--- src/rtl/idex_operand_stage.sv ---
// ID/EX stage register feeding the ALU: captures decoded fields with stall/flush,
// then resolves RAW hazards by forwarding from EX/MEM and MEM/WB.
module idex_operand_stage #(
  parameter int WORD_LEN = 32,
  parameter int REG_IDX  = 5,
  parameter int IMM_LEN  = 16
) (
  input  logic                clk,
  input  logic                rst_n,
  input  logic                stall,
  input  logic                flush,
  input  logic                in_valid,
  input  logic [3:0]          in_op,
  input  logic [WORD_LEN-1:0] in_rs_val,
  input  logic [WORD_LEN-1:0] in_rt_val,
  input  logic [IMM_LEN-1:0]  in_imm,
  input  logic                in_alusrc,
  input  logic [REG_IDX-1:0]  in_rs_idx,
  input  logic [REG_IDX-1:0]  in_rt_idx,
  input  logic [REG_IDX-1:0]  in_rd_idx,
  input  logic                in_regwrite,
  input  logic                exmem_regwrite,
  input  logic [REG_IDX-1:0]  exmem_rd,
  input  logic [WORD_LEN-1:0] exmem_result,
  input  logic                memwb_regwrite,
  input  logic [REG_IDX-1:0]  memwb_rd,
  input  logic [WORD_LEN-1:0] memwb_result,
  output logic                ex_valid,
  output logic [WORD_LEN-1:0] alu_a,
  output logic [WORD_LEN-1:0] alu_b,
  output logic [3:0]          alu_op,
  output logic [REG_IDX-1:0]  ex_rd,
  output logic                ex_regwrite,
  output logic [WORD_LEN-1:0] ex_store_data,
  output logic [1:0]          fwd_a,
  output logic [1:0]          fwd_b
);

  localparam logic [1:0] FWD_NONE  = 2'b00;
  localparam logic [1:0] FWD_MEMWB = 2'b01;
  localparam logic [1:0] FWD_EXMEM = 2'b10;

  logic                valid_q;
  logic [3:0]          op_q;
  logic [WORD_LEN-1:0] rs_val_q;
  logic [WORD_LEN-1:0] rt_val_q;
  logic [IMM_LEN-1:0]  imm_q;
  logic                alusrc_q;
  logic [REG_IDX-1:0]  rs_idx_q;
  logic [REG_IDX-1:0]  rt_idx_q;
  logic [REG_IDX-1:0]  rd_idx_q;
  logic                regwrite_q;

  always_ff @(posedge clk or negedge rst_n) begin
    if (!rst_n) begin
      valid_q    <= 1'b0;
      op_q       <= '0;
      rs_val_q   <= '0;
      rt_val_q   <= '0;
      imm_q      <= '0;
      alusrc_q   <= 1'b0;
      rs_idx_q   <= '0;
      rt_idx_q   <= '0;
      rd_idx_q   <= '0;
      regwrite_q <= 1'b0;
    end else if (flush) begin
      valid_q    <= 1'b0;
      op_q       <= '0;
      rs_val_q   <= '0;
      rt_val_q   <= '0;
      imm_q      <= '0;
      alusrc_q   <= 1'b0;
      rs_idx_q   <= '0;
      rt_idx_q   <= '0;
      rd_idx_q   <= '0;
      regwrite_q <= 1'b0;
    end else if (!stall) begin
      valid_q    <= in_valid;
      op_q       <= in_op;
      rs_val_q   <= in_rs_val;
      rt_val_q   <= in_rt_val;
      imm_q      <= in_imm;
      alusrc_q   <= in_alusrc;
      rs_idx_q   <= in_rs_idx;
      rt_idx_q   <= in_rt_idx;
      rd_idx_q   <= in_rd_idx;
      regwrite_q <= in_regwrite & in_valid;
    end
  end

  // EX/MEM is the younger producer, so it wins over MEM/WB; r0 is never forwarded.
  logic [WORD_LEN-1:0] rs_fwd;
  logic [WORD_LEN-1:0] rt_fwd;
  logic [WORD_LEN-1:0] imm_ext;

  always_comb begin
    fwd_a  = FWD_NONE;
    rs_fwd = rs_val_q;
    if (exmem_regwrite && exmem_rd != '0 && exmem_rd == rs_idx_q) begin
      fwd_a  = FWD_EXMEM;
      rs_fwd = exmem_result;
    end else if (memwb_regwrite && memwb_rd != '0 && memwb_rd == rs_idx_q) begin
      fwd_a  = FWD_MEMWB;
      rs_fwd = memwb_result;
    end

    fwd_b  = FWD_NONE;
    rt_fwd = rt_val_q;
    if (exmem_regwrite && exmem_rd != '0 && exmem_rd == rt_idx_q) begin
      fwd_b  = FWD_EXMEM;
      rt_fwd = exmem_result;
    end else if (memwb_regwrite && memwb_rd != '0 && memwb_rd == rt_idx_q) begin
      fwd_b  = FWD_MEMWB;
      rt_fwd = memwb_result;
    end
  end

  // Logical ops (OR, AND) take a zero-extended immediate; everything else is signed.
  always_comb begin
    if (op_q == 4'b0001 || op_q == 4'b0000)
      imm_ext = WORD_LEN'(imm_q);
    else
      imm_ext = WORD_LEN'($signed(imm_q));
  end

  assign alu_a         = rs_fwd;
  assign alu_b         = alusrc_q ? imm_ext : rt_fwd;
  assign ex_store_data = rt_fwd;
  assign alu_op        = op_q;
  assign ex_rd         = rd_idx_q;
  assign ex_valid      = valid_q;
  assign ex_regwrite   = regwrite_q;

endmodule

--- config.mk ---
export PLATFORM = sky130hd
export DESIGN_NAME = idex_operand_stage
export DESIGN_NICKNAME = d
export VERILOG_FILES = /design/src/rtl/idex_operand_stage.sv
export SDC_FILE = /design/constraint.sdc
export NUM_CORES = 1
export LEC_CHECK = 0
export ABC_AREA = 1
export CAP_MARGIN = 30
export CORE_ASPECT_RATIO = 0.75
export CORE_UTILIZATION = 39
export CTS_CLUSTER_SIZE = 14
export DETAILED_ROUTE_END_ITERATION = 12
export MAX_ROUTING_LAYER = met4
export PLACE_DENSITY = 0.76
export SLEW_MARGIN = 5
export SYNTH_ARGS = -nofsm -noshare
export SYNTH_HDL_FRONTEND = slang
export SYNTH_SLANG_ARGS = --single-unit
--- constraint.sdc ---
create_clock -name clk -period 1.4 [get_ports clk]
set_clock_uncertainty 0.1 [all_clocks]
set_input_delay 0.14 -clock clk [delete_from_list [all_inputs] [get_ports clk]]
set_output_delay 0.14 -clock clk [all_outputs]
set_load 0.05 [all_outputs]
==> results.txt <==
- Post-detail-place hpwl: 19870 µm
* Clk sink count: 102
- Maximum number of pins on one net before global-route repair: 52
- Prior to clock tree synthesis, the placed netlist has a worst setup slack of -869.9 ps.
- Vias in the first global route: 7955
* Die Area: roughly 17000 µm²
* Die H: 113.7 µm
- The die is 150.9 µm wide.
- Dividing the final minimum period by the clock period gives 178.0%.
- Register Area: 2557 µm²
- Setup violations remaining at the end of the flow were counted as 100.
- Global routing consumed, over all layers together, 33.32% of the routing resources.
- The total area inside the core boundary comes to 16120 µm².
- Area of combinational cells with multiple inputs: 4891 µm²
- STA classifies the critical path endpoint as an output pin.
* Synthesized net count: 1146
* Pins over their slew limit: 0
- Area contributors post-synth: sky130_fd_sc_hd__dfrtp_1 (39%), sky130_fd_sc_hd__nand2_1 (22%), sky130_fd_sc_hd__nand3_1 (15%)
- Nets: 1476
- The number of endpoints with negative hold slack in the final report came to 0.
- Power Dens Cells: between 700 and 800 nW/µm²
- The final layout contains routed wiring with a total length of 31360 µm.
- Syn. warnings: 0
- Initial standard-cell utilization of the core: 40.26%
- CP max FO: 6
- STA classifies the critical path startpoint as a flop.
- The first TritonRoute pass finished after 5 iterations.
* Count of nets left with antenna violations after detail routing: 0
- After synthesis, the mean cell area works out to between 6 and 7 µm².
- Startpoint-to-endpoint class of the critical path: reg -> out
* Netlist area before placement: 6487 µm²
- TritonCTS built the clock tree.
- The synthesized design contains 102 register bits.
- Worst IR Drop VDD: 0.6877 mV
- At the end of routability-driven placement, the weighted congestion stood at ~0.91.
- Headroom to the max-slew limit came out at 76.31%.
- Setup repair after global routing missed its margin: true
* Clock latency at the later pin of the worst-skew pair: between 300 and 400 ps
* Slew at the pin with the worst max-slew slack: 355.4 ps
- Layout cell share with drive strength beyond 1: 38.18%
- Overflow left after global routing: 0
- CTS Buf Count: 9
* Post-layout worst setup margin: -1092 ps
* Max Cap Viol: 0
- Synthesized instance count: 964
- Shortest period the worst path allows: 2492 ps
- Clock slew at the register clock pins of the worst setup and hold paths: 80 ps
- Share of synthesized area occupied by flip-flops and latches: between 30% and 40%
* Library cell contributing the largest single delay on the critical path: sky130_fd_sc_hd__dfrtp_2
* Leakage Power: 6.309 nW
- The netlist uses 25 different library cells.
* Critical Path Most Common Cell: sky130_fd_sc_hd__nand3_2
- Of the post-synthesis cell area, the dominant cell type holds 39.34%.
- The area growth from synthesis to layout is 101.3%.
- Data on the critical path arrives at its endpoint at 2250 ps.
- STA puts the critical path data required time at 1160 ps.
- The first global-routing pass estimated ~42000 µm of wire.
- Cell at the root of the clock tree: sky130_fd_sc_hd__clkbuf_16
- The floorplan has 40 rows.
- Number of buffers added on ports: 292
* Maximum cell stage delay along the critical path: 460 ps
* Count of placed standard cells in the final layout, fillers left out: around 1500
* Fmax: between 400 and 500 MHz
- Clock H-tree levels: 3
- For this run, design rule violations remaining after detail routing come to 0.
- Routed via count: 8311
* Violations in the final reports: setup timing
- The number of antenna violations at the first check in global routing is 0.
- Number of buffers on the longest clock path: 2
- Min-delay worst type: in -> async
- The largest total area in the synthesized netlist belongs to sky130_fd_sc_hd__dfrtp_1.
- Final hold slack: 88.42 ps
* Status: finished with violations
- The design draws about 0.0099 W.
- Once placement completed, the tool counted placed cells totaling 1472.
- Post-DR vias/cell: 5.504
- Critical path, cell by cell: xnor2_2, nand3_2, nor2_4, buf_12, nand2_8, clkbuf_16, nand2_1, nand3_2, nand3_2, nand2_4, buf_6
* Number of filler cells placed in the layout: ~990
- Wire length per cell: just over 20 µm
- Pin placement for this block handled about 290 I/O pins.
- Starting DRC count in detailed routing: 751
[report_power, final]
| group | switching (W) | internal (W) |
|---|---|---|
| Combinational | 0.00230 | 0.00187 |
| Sequential | 0.000121 | 0.00311 |
| Clock | 0.00127 | 0.00125 |
[per-stage QoR]
stage               setup TNS [ps]  utilization [%]  area (µm²)
floorplan                   -24630                -        7337
global placement            -76970            69.56       11210
detailed placement          -81440            69.56       11210
CTS                         -91430            75.30       12140
global route               -104010            81.01       13060
finish                      -95490            81.02       13060
[critical path: cells and delay by family, from the launching register on]
| kind | cells | cell delay, ps |
|---|---|---|
| simple gates | 7 | 800 |
| flops | 1 | 460 |
| xor+xnor | 1 | 150 |
| buf+inv | 3 | 480 |
[per-layer routing]
metal,routed length (µm),vias up,track usage (%)
met1,11760,3973,40.50
li1,-,3717,-
met3,3224,110,8.000
met2,15100,511,53.88
met4,1275,0,11.93
met5,0,-,-
[worst paths after layout]
kind	start	end	slack [ps]	cells after the start
worst min register to register	imm_q[12]$_DFFE_PN0P_	imm_q[12]$_DFFE_PN0P_	420	2
worst min-delay path	rst_n	ex_regwrite$_DFFE_PN0P_	90	2
min in group clk	stall	rt_val_q[25]$_DFFE_PN0P_	170	4
worst max-delay path	rt_idx_q[0]$_DFFE_PN0P_	alu_b[25]	-1090	11
max in group asynchronous	rst_n	alu_op[2]$_DFFE_PN0P_	590	3
worst max register to register	alusrc_q$_DFFE_PN0P_	alusrc_q$_DFFE_PN0P_	210	3
[timing repair]
item                       4_1_cts  5_1_grt
hold buffers                     1        0
setup buffers                   10        1
resized for setup              118      168
pin swaps                       11       40
hold endpoints to repair       102        0
setup endpoints to repair      100      100
gates cloned                     3        8
[registers in the layout, summed over array words and instances (netlist names)]
name,flops
rt_val_q,32
ex_regwrite,1
rt_idx_q,5
alu_op,4
rs_idx_q,5
ex_rd,5
alusrc_q,1
rs_val_q,32
imm_q,16
ex_valid,1
[Yosys cell counts (all sizes together)]
master	instances
nand2	389
nand3	194
dfrtp	102
inv	77
o21ai	41
buf	36
nand3b	33
and2	32
clkbuf	28
nor2	12
xor2	10
xnor2	6
nor3	2
a21oi	1
a31o	1
[layout make-up]
cell class	instances	area share (%)
Clock buffer	9	1.725
Timing Repair Buffer	383	36.37
Sequential cell	102	19.59
Tap cell	210	2.012
Clock inverter	7	0.4791
Antenna cell	1	0.01916
Inverter	77	2.348
Multi-Input combinational cell	721	37.46
[cell families (layout without fill, tap and decap cells)]
| kind of cell | after synthesis | count (layout) | synth area share [%] |
|---|---|---|---|
| compound gates | 43 | 43 | 3.433 |
| xor+xnor | 16 | 16 | 2.160 |
| other cells | 0 | 1 | 0 |
| buf+inv | 141 | 476 | 9.084 |
| flops | 102 | 102 | 39.34 |
| simple gates | 662 | 662 | 45.98 |
[placed cells by master, fill, tap and decap left out, types with 2 or more instances in the layout]
master,count
sky130_fd_sc_hd__nand2_4,84
sky130_fd_sc_hd__clkdlybuf4s50_1,178
sky130_fd_sc_hd__clkbuf_16,16
sky130_fd_sc_hd__buf_4,45
sky130_fd_sc_hd__xnor2_2,3
sky130_fd_sc_hd__nand3_2,84
sky130_fd_sc_hd__xnor2_1,3
sky130_fd_sc_hd__buf_12,70
sky130_fd_sc_hd__nand3_4,21
sky130_fd_sc_hd__xor2_1,9
sky130_fd_sc_hd__buf_8,29
sky130_fd_sc_hd__dfrtp_1,98
sky130_fd_sc_hd__o21ai_0,40
sky130_fd_sc_hd__nand2_2,32
sky130_fd_sc_hd__nor2_1,6
sky130_fd_sc_hd__nand3b_1,32
sky130_fd_sc_hd__nand3_1,89
sky130_fd_sc_hd__and2_4,30
sky130_fd_sc_hd__inv_1,72
sky130_fd_sc_hd__and2_2,2
sky130_fd_sc_hd__inv_6,4
sky130_fd_sc_hd__nand2_1,272
sky130_fd_sc_hd__buf_6,50
sky130_fd_sc_hd__clkinv_4,2
sky130_fd_sc_hd__nor2_4,5
sky130_fd_sc_hd__inv_2,2
sky130_fd_sc_hd__dfrtp_2,4
No activity file was read; power rests on OpenSTA's default activity.
